[src/rtl/reg_writeback_pkg.sv]
// Shared constants and grant encoding for the register-file write-back front end.
package reg_writeback_pkg;

    localparam int WB_DATA_W = 32;
    localparam int WB_ADDR_W = 5;
    localparam logic [WB_ADDR_W-1:0] WB_REG_ZERO = '0;

    typedef enum logic {
        GNT_ALU = 1'b0,
        GNT_LD  = 1'b1
    } gnt_e;

endpackage

[src/rtl/reg_writeback_rr_arb2.sv]
// Two-requester round-robin arbiter (ALU vs load) with a last-grant register.
module wb_rr_arb2
    import reg_writeback_pkg::*;
(
    input  logic i_clk,
    input  logic i_rst,
    input  logic i_req_alu,
    input  logic i_req_ld,
    output logic o_gnt_alu,
    output logic o_gnt_ld
);

    gnt_e r_last;
    logic w_conflict;

    assign w_conflict = i_req_alu & i_req_ld;

    // NOTE: every output gets a default first so no path through the block can infer a latch.
    always_comb begin
        o_gnt_alu = i_req_alu;
        o_gnt_ld  = i_req_ld;
        if (w_conflict) begin
            o_gnt_alu = (r_last == GNT_LD);
            o_gnt_ld  = (r_last == GNT_ALU);
        end
    end

    // History moves only on a real conflict, so a lone requester never steals the next turn.
    // NOTE: state registers use non-blocking assignments so all flops update from pre-edge values.
    always_ff @(posedge i_clk) begin
        if (i_rst) begin
            r_last <= GNT_LD;
        end else if (w_conflict) begin
            r_last <= o_gnt_alu ? GNT_ALU : GNT_LD;
        end
    end

endmodule

[src/rtl/reg_writeback.sv]
// Merges ALU and load results onto the register file's single write port and
// tracks which registers still await a write for decode hazard stalls.
module reg_writeback
    import reg_writeback_pkg::*;
#(
    parameter int DATA_W = WB_DATA_W,
    parameter int ADDR_W = WB_ADDR_W
) (
    input  logic                WB_clk,
    input  logic                WB_rst,
    input  logic                WB_alloc_valid,
    input  logic [ADDR_W-1:0]   WB_alloc_addr,
    input  logic                WB_alu_valid,
    output logic                WB_alu_ready,
    input  logic [ADDR_W-1:0]   WB_alu_addr,
    input  logic [DATA_W-1:0]   WB_alu_data,
    input  logic                WB_ld_valid,
    output logic                WB_ld_ready,
    input  logic [ADDR_W-1:0]   WB_ld_addr,
    input  logic [DATA_W-1:0]   WB_ld_data,
    output logic                WB_reg_write,
    output logic [ADDR_W-1:0]   WB_reg_addr,
    output logic [DATA_W-1:0]   WB_reg_data,
    output logic [(2**ADDR_W)-1:0] WB_pending
);

    localparam int NUM_REGS = 2**ADDR_W;

    logic                w_gnt_alu;
    logic                w_gnt_ld;
    logic                w_xfer;
    logic [ADDR_W-1:0]   w_sel_addr;
    logic [DATA_W-1:0]   w_sel_data;
    logic [NUM_REGS-1:0] w_pending_nxt;

    logic                r_reg_write;
    logic [ADDR_W-1:0]   r_reg_addr;
    logic [DATA_W-1:0]   r_reg_data;
    logic [NUM_REGS-1:0] r_pending;

    wb_rr_arb2 u_arb (
        .i_clk     (WB_clk),
        .i_rst     (WB_rst),
        .i_req_alu (WB_alu_valid),
        .i_req_ld  (WB_ld_valid),
        .o_gnt_alu (w_gnt_alu),
        .o_gnt_ld  (w_gnt_ld)
    );

    assign WB_alu_ready = w_gnt_alu;
    assign WB_ld_ready  = w_gnt_ld;
    assign w_xfer       = w_gnt_alu | w_gnt_ld;
    assign w_sel_addr   = w_gnt_ld ? WB_ld_addr : WB_alu_addr;
    assign w_sel_data   = w_gnt_ld ? WB_ld_data : WB_alu_data;

    // Writes to register 0 complete the handshake but never assert the write enable.
    always_ff @(posedge WB_clk) begin
        if (WB_rst) begin
            r_reg_write <= 1'b0;
            r_reg_addr  <= '0;
            r_reg_data  <= '0;
        end else if (w_xfer) begin
            r_reg_write <= (w_sel_addr != WB_REG_ZERO);
            r_reg_addr  <= w_sel_addr;
            r_reg_data  <= w_sel_data;
        end else begin
            r_reg_write <= 1'b0;
        end
    end

    // Clear coincides with the register-file commit; a same-edge alloc overrides it.
    always_comb begin
        w_pending_nxt = r_pending;
        if (r_reg_write) begin
            w_pending_nxt[r_reg_addr] = 1'b0;
        end
        if (WB_alloc_valid && (WB_alloc_addr != WB_REG_ZERO)) begin
            w_pending_nxt[WB_alloc_addr] = 1'b1;
        end
        w_pending_nxt[0] = 1'b0;
    end

    always_ff @(posedge WB_clk) begin
        if (WB_rst) begin
            r_pending <= '0;
        end else begin
            r_pending <= w_pending_nxt;
        end
    end

    assign WB_reg_write = r_reg_write;
    assign WB_reg_addr  = r_reg_addr;
    assign WB_reg_data  = r_reg_data;
    assign WB_pending   = r_pending;

endmodule

[config.mk]
export PLATFORM = sky130hd
export DESIGN_NAME = reg_writeback
export DESIGN_NICKNAME = d
export VERILOG_FILES = /design/src/rtl/reg_writeback_pkg.sv /design/src/rtl/reg_writeback_rr_arb2.sv /design/src/rtl/reg_writeback.sv
export SDC_FILE = /design/constraint.sdc
export NUM_CORES = 1
export LEC_CHECK = 0
export CAP_MARGIN = 20
export CORE_MARGIN = 2
export CORE_UTILIZATION = 55
export DETAILED_ROUTE_END_ITERATION = 10
export DONT_BUFFER_PORTS = 1
export HOLD_SLACK_MARGIN = 0.15
export PLACE_DENSITY_LB_ADDON = 0.12
export SYNTH_ARGS = -nofsm -noshare
export SYNTH_HDL_FRONTEND = slang
export SYNTH_HIERARCHICAL = 1
export SYNTH_SLANG_ARGS = --single-unit
export TNS_END_PERCENT = 10
[constraint.sdc]
create_clock -name WB_clk -period 1.62 [get_ports WB_clk]
set_input_delay 0.162 -clock WB_clk [delete_from_list [all_inputs] [get_ports WB_clk]]
set_output_delay 0.162 -clock WB_clk [all_outputs]
set_load 0.005 [all_outputs]
# Word-level counts from Yosys, hierarchy flattened
# Cells that the tools add are included.
# word_totals
inputBits	84
reg_bits	71
# op_classes
n_bitwise	7
mux	11
n_lt_le_gt_ge	4
n_reduce_logical	6
# ops
op	n
32-bit two-way mux	3
32-bit bitwise AND	1
32-bit NOT	1
32-bit bitwise OR	1
5-bit by 6-bit less-than comparator with 1-bit output, second input constant	2
1-bit demux with 5-bit select	2
5-bit by 1-bit greater-or-equal comparator with 1-bit output, second input constant	2
5-bit nonzero test	2
1-bit two-way mux	5
5-bit two-way mux	1
1-bit logical AND	3
1-bit NOT	2
2-bit OR reduction	1
1-bit bitwise AND	1
1-bit bitwise OR	1

# Depth between registers and ports, before layout
# logic_depth
ltp_word	9
ltp_mapped	7
ltp_nobuf	5

# By module
# The synthesis kept the hierarchy.
# modules_own_cells
mod	seq_area_each_um2	area_per_inst_um2	n_inst	cells_each
reg_writeback	1381.3	3179.3	1	327
wb_rr_arb2	20.0	61.3	1	7

# Worst setup path before layout
# No wires, ideal clock.
# synth_path
path_type	reg-to-reg
start	register u_arb.r_last
end	register r_reg_data[10], in the netlist WB_reg_data[10]
stages_incl_launch_ff	8
required_ns	1.492
path_buffers	2
slack_ns	-0.049
synth_period_minus_slack_ns	1.669
t_arrival_ns	1.542
setup_time_ns	0.128
cell_sequence	dfxtp_1 > inv_1 > a21boi_0 > buf_6 > buf_6 > mux2_4 > mux2i_1 > nor2_1
# synth_between
elab_cells_between_ends	5
cone_classes	mux (3); bitwise (2)
# synth_rtl
item	line	source
start, declared	reg_writeback_rr_arb2.sv:13	gnt_e r_last;
start signal, assigned	reg_writeback_rr_arb2.sv:34	r_last <= o_gnt_alu ? GNT_ALU : GNT_LD;
1-bit two-way mux	reg_writeback_rr_arb2.sv:22	if (w_conflict) begin
net WB_alu_ready	reg_writeback.sv:14	output logic WB_alu_ready,
1-bit bitwise OR	reg_writeback.sv:52	assign w_xfer = w_gnt_alu | w_gnt_ld;
end signal, assigned	reg_writeback.sv:65	r_reg_data <= w_sel_data;
end, declared	reg_writeback.sv:38	logic [DATA_W-1:0] r_reg_data;
# The timed path passes the listed nets, and every way through them passes these cells.
# A chain may end at the register's enable or synchronous reset.

# Worst setup path after layout
# layout_path
start	register u_arb.r_last
end	register r_reg_addr[0], in the netlist WB_reg_addr[0]
# layout_between
elab_chain_len	3
elab_cells_between_ends	5
cone_classes	mux (3); bitwise (2)
# layout_rtl
item	line	source
1-bit NOT	reg_writeback_rr_arb2.sv:24	o_gnt_ld = (r_last == GNT_ALU);
1-bit two-way mux	reg_writeback_rr_arb2.sv:22	
5-bit two-way mux or 1-bit bitwise OR (tied branches)	reg_writeback.sv:53, reg_writeback.sv:52	
end signal, assigned	reg_writeback.sv:64	r_reg_addr <= w_sel_addr;
end, declared	reg_writeback.sv:37	logic [ADDR_W-1:0] r_reg_addr;
# Several ways; a longest one is shown, not always the timed one.

==> out/metrics.csv <==
stage;metric;value;unit
status;status;finished clean;
place;place.detailed.hpwl;5470;µm
timing;holdWs;0.1712;ns
timing;setup_violations;0;
place;dpl-instance-area;3346;µm²
logic_synthesis;syn_inst;334;
timing;fmax;647.6;MHz
timing;drv_slew;0;
logic_synthesis;synth_area;3241;µm²
clock_tree;clk-insertion-delay-late;0.35;ns
timing;fin_ws;0.07586;ns
logic_synthesis;ys.flop_type;dfxtp_1;
clock_tree;postCtsSetupBuffers;0;
routing;routed_wl;10020;µm
timing;fin_crit_sh;95.32;%
logic_synthesis;synth_edf_count;0;
worst_setup_path;slowest_delay;0.36;ns
finish;fin_area;4364;µm²
routing;dr.pass1.iters;4;
grt;track_usage;30.61;%
place;gp_congestion;0.7358;
routing;drt_iter0_markers;204;
logic_synthesis;yosys.area.top_type;dfxtp_1;
power_and_ir_drop;p_per_area;873.1;nW/µm²
grt;grt_max_degree;71;
routing;ant_nets;0;
power_and_ir_drop;leakage;0.001704;µW
floorplanning;io_pins;156;
floorplanning;die-area;6522;µm²
worst_setup_path;critical_path_arrival;1.78;ns
logic_synthesis;synthDistinctLibCells;34;
worst_hold_path;hp-class;input pin to flop;
clock_tree;h-tree-depth;3;
worst_setup_path;crit_required;1.85;ns
worst_setup_path;criticalPathCategory;flop to flop;
timing;hold_viol_final;0;
grt;grt_pass1_vias;2926;
place;port_buffers;0;
worst_setup_path;path_cells;inv_1 -> a21boi_4 -> buf_12 -> mux2_2 -> o21ai_0 -> nor2_1;
floorplanning;chipHeight;80.76;µm
clock_tree;ctsHoldBuffers;83;
finish;nets;501;
power_and_ir_drop;vdd_drop_max;570.7;µV
grt;grt_pass1_wl;14910;µm
floorplanning;core;5608;µm²
clock_tree;clock-root-buffer;clkbuf_8;
clock_tree;clk_pin_slew;0.08;ns
job;maxCapViolCount;0;
timing;rsz0062_at_grt;false;
finish;fill_cells;381;
clock_tree;cts.sinks;70;
logic_synthesis;ys_warn_count;6;
routing;drc;0;
logic_synthesis;yosys-top-cells-area;dfxtp_1 43%, mux2i_1 11%, mux2_2 9.7%;
place;pre_cts_ws;0.1831;ns
worst_setup_path;cp_max_fo;21;
worst_setup_path;endpoint_kind;flop;
finish;syn_to_final_growth;34.67;%
floorplanning;start_util;57.79;%
grt;antenna_found_initial;0;
routing;wl_per_cell;20.24;µm
timing;clock_skew;0.01065;ns
routing;avgViaCountPerCell;5.915;
worst_setup_path;worstSetupStartpointType;flop;
clock_tree;cts_tree;done;
clock_tree;clock_path_buffers;2;
logic_synthesis;synthArstFlopShare;0;%
logic_synthesis;syn_avg_cell_area;9.702;µm²
routing;vias;2928;
worst_setup_path;slowest_stage;mux2_2;
logic_synthesis;synth_top_area_share;43.24;%
clock_tree;cts_inserted_buffers;9;
logic_synthesis;yosys_register_bits;70;
logic_synthesis;syn-num-nets;418;
floorplanning;row_count;27;
logic_synthesis;yosysSeqAreaShare;43.24;%
power_and_ir_drop;total_power;3810;µW
timing;fin_crit;1.544;ns
finish;layout-drive-gt1-share;14.45;%
clock_tree;cts_resized;0;
grt;grt_overflow;0;
timing;finalSetupTns;0;ns
floorplanning;die_width;80.76;µm
[logic make-up (layout without fill, tap and decap cells)]
logic type | after synthesis | after routing | synth area share (%)
compound gates | 71 | 71 | 11.66
other cells | 1 | 2 | 0.1157
flops | 70 | 70 | 43.24
mux | 71 | 71 | 24.25
simple gates | 102 | 102 | 17.22
buf+inv | 19 | 107 | 3.513
[sequential cells by signal, summed over array words and instances (netlist names)]
name          cells
u_arb/r_last      1
WB_reg_write      1
WB_pending       31
WB_reg_data      32
WB_reg_addr       5
[worst paths after layout]
| check | start | end | slack, ns | cells past startpoint |
|---|---|---|---|---|
| hold reg to reg | WB_pending[19] | WB_pending[19] | 0.61 | 3 |
| setup / recovery | u_arb/r_last | WB_reg_addr[0] | 0.08 | 6 |
| setup reg to reg | u_arb/r_last | WB_reg_addr[0] | 0.08 | 6 |
| hold / removal | WB_rst | WB_reg_data[17] | 0.17 | 2 |
[worst max-delay path: cells and delay by family (launching register included)]
family / cells / cell delay (ns)
AOI/OAI and AO/OA: 2 / 0.41
muxes: 1 / 0.36
DFF: 1 / 0.33
buffers and inverters: 2 / 0.27
and+or+nand+nor: 1 / 0.06
[cell usage in the layout (no fill, tap or decap), types with 3 or more instances in the layout]
master	synthesis	routed
buf_12	0	4
buf_4	3	3
clkbuf_8	0	10
clkinv_2	0	3
dfxtp_1	70	70
dlygate4sd3_1	0	82
mux2_2	28	28
mux2_4	8	8
mux2i_1	35	35
nand2_1	3	3
nand3_1	3	3
nand3b_1	8	8
nor2_1	40	40
nor2b_1	32	32
o21ai_0	51	51
o21ai_1	12	12
or3b_1	5	5
[metrics by stage]
stage / instances / utilization, %
floorplan: 334 / -
global placement: 395 / 59.66
detailed placement: 395 / 59.66
CTS: 494 / 77.78
global route: 494 / 77.78
finish: 495 / 77.82
[area by class of cell]
class	instances	area (µm²)	share of cell area (%)
timing repair buffer	90	950.9	21.79
multi-input combinational	245	1748	40.05
sequential	70	1401	32.11
antenna	1	2.502	0.05734
tap	72	90.09	2.064
clock inverter	4	22.52	0.5161
clock buffer	12	145.1	3.326
inverter	1	3.754	0.08601
[metal layers]
| metal | up-vias | GRT usage, % | share of wire (%) |
|---|---|---|---|
| li1 | 1348 | - | - |
| met1 | 1410 | 32.45 | 36 |
| met2 | 146 | 54.42 | 52 |
| met3 | 24 | 12.44 | 9.6 |
| met4 | 0 | 11.69 | 2.6 |
| met5 | - | 0 | 0 |
[power breakdown]
group | total (µW) | switching (µW) | internal [µW]
logic | 661 | 282 | 379
clock network | 1240 | 651 | 591
registers | 1910 | 96.3 | 1810
total | 3810 | 1030 | 2780
[cells in the mapped netlist, drive strengths merged, types with 3 or more instances]
library cell and count:
mux2 36, mux2i 35, clkbuf 4, nand3 3, nand2 3, buf 14, nor2 40, dfxtp 70
or3b 5, o21ai 63, nor2b 32, nand3b 8
No activity file was read; power rests on OpenSTA's default activity.
